## src/rtl/dmem_arbiter.sv

```systemverilog
// dmem_arbiter
//   Shares the single data-memory port among NUM_REQ load/store requesters.
//   A requester is picked in IDLE. Its request is latched and driven to dmem
//   until dmem_resp. The response is then routed back as a one-cycle pulse.
//
//   state | meaning
//   IDLE  | port free; arbitrate among eligible requesters
//   ISSUE | latched access on dmem; waiting for dmem_resp
//
// Ports
//   clk, rst          clock, asynchronous active-low reset
//   flush             drop the response of the in-flight access; block grants in IDLE
//   req_addr/rmask/wmask/wdata/urgent   per-requester request (packed, requester i at slice i)
//   req_resp          one-cycle completion pulse to the granted requester
//   req_rdata         load data, valid with req_resp, 0 otherwise
//   dmem_addr/rmask/wmask/wdata         registered request to memory
//   dmem_rdata, dmem_resp               memory read data and completion
//   busy              access in flight
//   grant_idx         index of the requester owning the port (stale in IDLE)
module dmem_arbiter #(
  parameter int NUM_REQ = 2,
  parameter int IDX_W   = $clog2(NUM_REQ)
) (
  input  logic                   clk,
  input  logic                   rst,
  input  logic                   flush,
  input  logic [NUM_REQ*32-1:0]  req_addr,
  input  logic [NUM_REQ*4-1:0]   req_rmask,
  input  logic [NUM_REQ*4-1:0]   req_wmask,
  input  logic [NUM_REQ*32-1:0]  req_wdata,
  input  logic [NUM_REQ-1:0]     req_urgent,
  output logic [NUM_REQ-1:0]     req_resp,
  output logic [31:0]            req_rdata,
  output logic [31:0]            dmem_addr,
  output logic [3:0]             dmem_rmask,
  output logic [3:0]             dmem_wmask,
  output logic [31:0]            dmem_wdata,
  input  logic [31:0]            dmem_rdata,
  input  logic                   dmem_resp,
  output logic                   busy,
  output logic [IDX_W-1:0]       grant_idx
);

  typedef enum logic {IDLE, ISSUE} state_t;

  state_t             state;
  logic [IDX_W-1:0]   rr_ptr;
  logic [IDX_W-1:0]   last_idx;
  logic               last_valid;
  logic               drop;

  logic [NUM_REQ-1:0] eligible;
  logic               grant_valid;
  logic [IDX_W-1:0]   grant_sel;
  logic [IDX_W:0]     rr_cand;
  logic [IDX_W:0]     rr_next;
  logic [31:0]        sel_addr;
  logic [3:0]         sel_rmask;
  logic [3:0]         sel_wmask;
  logic [31:0]        sel_wdata;
  logic               resp_fire;

  // The requester served last is held off for one IDLE cycle, so a
  // requester that keeps its mask up after resp is not regranted at once.
  always_comb begin
    eligible = '0;
    for (int i = 0; i < NUM_REQ; i++) begin
      eligible[i] = ((|req_rmask[i*4 +: 4]) || (|req_wmask[i*4 +: 4])) && !flush &&
                    !(last_valid && (last_idx == IDX_W'(i)));
    end
  end

  // Urgent requesters win, lowest index first. Otherwise round-robin from
  // rr_ptr. Both loops run downward, so the last hit is the preferred one.
  always_comb begin
    grant_valid = 1'b0;
    grant_sel   = '0;
    rr_cand     = '0;
    for (int i = NUM_REQ-1; i >= 0; i--) begin
      if (eligible[i] && req_urgent[i]) begin
        grant_valid = 1'b1;
        grant_sel   = IDX_W'(i);
      end
    end
    if (!grant_valid) begin
      for (int k = NUM_REQ-1; k >= 0; k--) begin
        rr_cand = {1'b0, rr_ptr} + (IDX_W+1)'(k);
        if (rr_cand >= (IDX_W+1)'(NUM_REQ))
          rr_cand = rr_cand - (IDX_W+1)'(NUM_REQ);
        if (eligible[rr_cand[IDX_W-1:0]]) begin
          grant_valid = 1'b1;
          grant_sel   = rr_cand[IDX_W-1:0];
        end
      end
    end
  end

  always_comb begin
    rr_next = {1'b0, grant_sel} + (IDX_W+1)'(1);
    if (rr_next >= (IDX_W+1)'(NUM_REQ))
      rr_next = '0;
  end

  always_comb begin
    sel_addr  = '0;
    sel_rmask = '0;
    sel_wmask = '0;
    sel_wdata = '0;
    for (int i = 0; i < NUM_REQ; i++) begin
      if (grant_sel == IDX_W'(i)) begin
        sel_addr  = req_addr[i*32 +: 32];
        sel_rmask = req_rmask[i*4 +: 4];
        sel_wmask = req_wmask[i*4 +: 4];
        sel_wdata = req_wdata[i*32 +: 32];
      end
    end
    // A load and store together is illegal. The load wins.
    if (sel_rmask != 4'b0)
      sel_wmask = 4'b0;
  end

  always_ff @(posedge clk or negedge rst) begin
    if (!rst) begin
      state      <= IDLE;
      dmem_addr  <= '0;
      dmem_rmask <= '0;
      dmem_wmask <= '0;
      dmem_wdata <= '0;
      grant_idx  <= '0;
      rr_ptr     <= '0;
      last_idx   <= '0;
      last_valid <= 1'b0;
      drop       <= 1'b0;
    end else begin
      case (state)
        IDLE: begin
          last_valid <= 1'b0;
          if (grant_valid) begin
            state      <= ISSUE;
            dmem_addr  <= sel_addr;
            dmem_rmask <= sel_rmask;
            dmem_wmask <= sel_wmask;
            dmem_wdata <= sel_wdata;
            grant_idx  <= grant_sel;
            rr_ptr     <= rr_next[IDX_W-1:0];
          end
        end
        ISSUE: begin
          // Memory cannot abort. A flush only suppresses the response.
          if (flush)
            drop <= 1'b1;
          if (dmem_resp) begin
            state      <= IDLE;
            dmem_addr  <= '0;
            dmem_rmask <= '0;
            dmem_wmask <= '0;
            dmem_wdata <= '0;
            last_idx   <= grant_idx;
            last_valid <= 1'b1;
            drop       <= 1'b0;
          end
        end
        default: state <= IDLE;
      endcase
    end
  end

  assign busy      = (state == ISSUE);
  assign resp_fire = busy && dmem_resp && !drop && !flush;

  always_comb begin
    req_resp = '0;
    for (int i = 0; i < NUM_REQ; i++) begin
      if (resp_fire && (grant_idx == IDX_W'(i)))
        req_resp[i] = 1'b1;
    end
    req_rdata = resp_fire ? dmem_rdata : 32'h0;
  end

endmodule
```

## config.mk

```make
export PLATFORM = sky130hd
export DESIGN_NAME = dmem_arbiter
export DESIGN_NICKNAME = d
export VERILOG_FILES = /design/src/rtl/dmem_arbiter.sv
export SDC_FILE = /design/constraint.sdc
export NUM_CORES = 1
export LEC_CHECK = 0
export CAP_MARGIN = 20
export CORE_AREA = 4 4 121 123
export CTS_CLUSTER_SIZE = 14
export DETAILED_ROUTE_END_ITERATION = 8
export DIE_AREA = 0 0 125 127
export DONT_BUFFER_PORTS = 1
export PLACE_DENSITY = 0.42
export SLEW_MARGIN = 20
export SYNTH_ARGS = -nofsm -noshare
export SYNTH_HDL_FRONTEND = slang
export SYNTH_SLANG_ARGS = --single-unit
```

## constraint.sdc

```tcl
create_clock -name clk -period 6.1 [get_ports clk]
set_clock_uncertainty 0.2 [all_clocks]
set_input_delay 0.915 -clock clk [delete_from_list [all_inputs] [get_ports clk]]
set_output_delay 0.915 -clock clk [all_outputs]
set_load 0.02 [all_outputs]
```

======== Yosys cells after proc, flatten, opt, wreduce, memory -nomap -nowiden ========
Cells that the tools add are included.
storage, ports and cells
  word-level logic and storage cells ...... 96
  flip-flop bits (word level) ............. 78
  output and inout bits ................... 108
  bits of input ports ..................... 182
operators by class
  equality and inequality tests ........... 2
  bitwise operators ....................... 3
  magnitude comparators ................... 5
  add/subtract/negate cells ............... 4
  mux-type cells .......................... 43
  reduce and logical (&&, ||, !) cells .... 29
operator list
  kind                                                                number
  2-to-1 mux 32 bit                                                   6
  one-hot mux 32 bit (2 select lines)                                 2
  2-to-1 mux 1 bit                                                    25
  2-to-1 mux 4 bit                                                    6
  one-hot mux 4 bit (2 select lines)                                  2
  OR reduction 4 bit                                                  4
  logical AND 1 bit                                                   13
  AND reduction 2 bit                                                 4
  adder 1 x 1 -> 2 bit (second input constant)                        2
  greater-or-equal comparator 2 bit (second input constant)           2
  zero test 1 bit                                                     4
  < comparator 1 x 2 -> 1 bit (second input constant)                 2
  inequality test 2 bit (second input constant)                       2
  one-hot mux 1 bit (2 select lines)                                  2
  nonzero test 4 bit                                                  1
  NOT 1 bit                                                           3
  greater-or-equal comparator 1 x 2 -> 1 bit (second input constant)  1
  logical OR 1 bit                                                    2
  nonzero test 2 bit                                                  1
  subtractor 1 bit (second input constant)                            2

======== Longest topological paths before layout ========
  word-level depth ........................ 18
  gate-level depth with buffers ........... 7
  mapped depth without buffers ............ 5

======== Worst setup path after synthesis ========
Ideal clock, no wire load.
  path kind ............................... input-to-output
  from .................................... input port dmem_resp
  to ...................................... output port req_rdata[10]
  slack ................................... 3190 ps
  path buffers ............................ 1
  required time ........................... 4985 ps
  data arrival time ....................... 1795 ps
  cell stages on the path ................. 4
  cells stage by stage .................... nand2_1 > nor3_1 > clkbuf_1 > and2_1
between the ends
  cells in the longest elaborated chain, start to end .. 4
ends and longest elaborated chain
  what                             line  source
  start, declared                  39    input logic dmem_resp,
  logical AND 1 bit (3 in series)  169   assign resp_fire = busy && dmem_resp && !drop && !flush;
  2-to-1 mux 32 bit                177   req_rdata = resp_fire ? dmem_rdata : 32'h0;
  end, declared                    33    output logic [31:0] req_rdata,
Every way passes these cells.

======== Worst setup path after layout ========
  from .................................... register state, in the netlist busy
  to ...................................... output port req_rdata[25]
between the ends
  cells in the longest elaborated chain, start to end .. 4
ends and longest elaborated chain
  what                             line  source
  start, declared                  46    state_t state;
  start signal, assigned           124   state <= IDLE;
  start signal, assigned           139   state <= ISSUE;
  start signal, assigned           153   state <= IDLE;
  logical AND 1 bit (3 in series)  169
  2-to-1 mux 32 bit                177
Every way passes these cells.

==> flow_summary.yaml <==
routing:
  drc: 0
  drt-pass1-iter-count: 4
  via_count: 2769
  drt-total-wl_mm: 11.15
  postRouteAntennaNets: 0
  wire_per_inst_um: 19.87
  vias_per_cell: 4.936
  dr.first_iter.drc_count: 135
grt:
  grt_usage: 0.1316
  grt_overflow: 0
  grt_pass1_vias: 2783
  antenna_found_initial: 3
  grt_pass1_wl_mm: 16.13
  grt_max_degree: 79
placement:
  gp_congestion: 0.7675
  io_buffer_count: 0
  dpl.hpwl_mm: 8.534
  place_inst: 542
die:
  die_h_um: 127
  start_util: 0.2914
  pin_count: 290
  die_w_um: 125
  die_area_mm2: 0.01588
  rows: 43
  core_mm2: 0.01367
timing:
  finalSetupTns_ps: 0
  rsz0062_at_grt: "false"
  fmax_ghz: 0.2894
  slew_headroom: 0.2783
  timing.final.max_slew_violations: 0
  fin_hold_ws_ps: 70.37
  worstMarginPinSlew_ps: 1073
  fin_crit_ps: 3456
  fin_crit_sh: 0.5665
  hold_viol: 0
  setup_viol: 0
yosys:
  syn_inst: 384
  synth_nets: 566
  yosys-top-cells-area: "dfrtp_1, mux2i_1, o21ai_1, nand2_1, and2_1"
  synth-seq-cells: 78
  synth_area_mm2: 0.003983
  seq_area_frac_synth: 0.4901
  synth_largest_area_cell: "dfrtp_1"
  yosysUniqueCellTypes: 32
  syn_area_per_cell_um2: 10.37
  synth_warnings: 0
  synth_top_cell_area_share: 0.4901
layout:
  final_cells: 561
  layout_commonest_cell: "dfrtp_1"
  nets: 555
  ff_latch_area_mm2: 0.001952
  area_growth_pct: 9.959
  final_layout_size_suffix_gt1_frac: 0.08466
  final_util: 0.3205
  fillers: 1431
  multiInputGateArea_mm2: 0.001846
  final_cell_mix: "dfrtp_1, nand2_1, mux2i_1"
worst_hold_path:
  min_path_type: "in2async"
clock_network:
  path_clk_slew_ps: 60
  cts_root_buf: "clkbuf_16"
  postCtsSetupBuffers: 0
  postCtsHoldBufs: 0
  cts_made_buffers: 9
  cts_resized: 0
  clock_sinks: 78
  clockBufferDepth: 2
  clock_latency_ps: 330
  h-tree-depth: 3
  tritoncts: "done"
worst_setup_path:
  cp_max_fo: 33
  cpPeakStageDelay_ps: 740
  cp_data_arrival_time_ps: 2340
  crit_type: "reg2out"
  start_kind: "register"
  cp_num_buf_inv: 0
  timing.reg2reg.setup_slack_ps: 3610
  cp_top_family: "simple AND/OR/NAND/NOR gates"
  timing.rr.end: "dmem_wdata[8]"
  slowest_stage: "dfrtp_1"
  r2r_start: "last_idx"
  critPathCaptureType: "output pin"
  rr_worst_depth: 5
  path_cells: "nand2_1 -> nor3_4 -> and2_1"
  crit_required_ps: 4980
power_and_ir_drop:
  ir_worst_vdd_mv: 0.1338
  power.density_mw_per_mm2: 473.1
  p_leak_nw: 1.881
job:
  cap_violations: 0
status:
  status: "finished clean"
[registers in the layout, summed over array words and instances, names as in the netlist]
register / cells
last_valid: 1
dmem_wmask: 4
grant_idx: 1
dmem_wdata: 32
dmem_addr: 32
dmem_rmask: 4
rr_ptr: 1
drop: 1
busy: 1
last_idx: 1
[layer usage]
layer,part of all wire,vias up,routed length (um),track usage
met5,0,-,0,0
met4,0.025,0,283,0.06760
met3,0.098,15,1094,0.04431
met2,0.53,180,5882,0.2385
met1,0.35,1274,3885,0.1353
li1,-,1300,-,-
[how the worst max path moves through the flow]
stage               slack, ps          from        endpoint  cells after the start
floorplan                3190     dmem_resp   req_rdata[10]                      4
global placement         2630  req_rmask[0]  dmem_wdata[14]                      5
detailed placement       2620  req_rmask[0]    dmem_addr[1]                      5
CTS                      2300          busy   req_rdata[25]                      3
global route             2370          busy   req_rdata[25]                      3
finish                   2640          busy   req_rdata[25]                      3
[layout make-up]
cell class,instances,area share
diodes,3,0.001714
multi-input cells,279,0.4214
inverters,1,0.0008571
clock buffers,10,0.05229
flip-flops and latches,78,0.4457
repair buffers,4,0.006857
clock inverters,6,0.01971
well taps,180,0.05143
[power breakdown]
part / internal, mW / total [mW] / switching [mW]
Clock: 0.358 / 0.567 / 0.209
Combinational: 0.179 / 0.456 / 0.277
Sequential: 0.691 / 1.05 / 0.358
Total: 1.23 / 2.07 / 0.845
[logic make-up after synthesis]
kind of cell	after synthesis	share of synthesized area
buf+inv	27	0.05121
mux	75	0.1891
compound gates	85	0.1247
flops	78	0.4901
simple gates	119	0.1448
[through the flow]
step	area, um^2	total power [mW]	setup slack [ps]
after floorplan	3983	1.426	3190
after global placement	4050	1.520	2634
after detailed placement	4050	1.534	2620
after CTS	4365	2.115	2296
after global routing	4379	2.192	2370
final	4379	2.072	2644
[synth_stat cells]
cell type,n
nand2_1,75
a211oi_2,1
a21oi_2,1
nor4_2,3
o21ba_1,1
inv_1,1
nor2b_4,1
o2111ai_1,1
nor2_1,2
nand2b_1,1
a21boi_2,1
o21bai_2,1
buf_12,1
buf_4,4
o31ai_4,1
o21a_1,1
a21oi_1,2
nor3_1,1
a2111oi_2,1
nor2b_1,1
clkbuf_1,9
o21ai_1,72
o31a_1,1
buf_6,1
dfrtp_1,78
buf_2,6
nor4_1,2
o41a_1,1
mux2i_1,73
buf_8,5
mux2_2,2
and2_1,33
No activity file was read; power rests on OpenSTA's default activity.
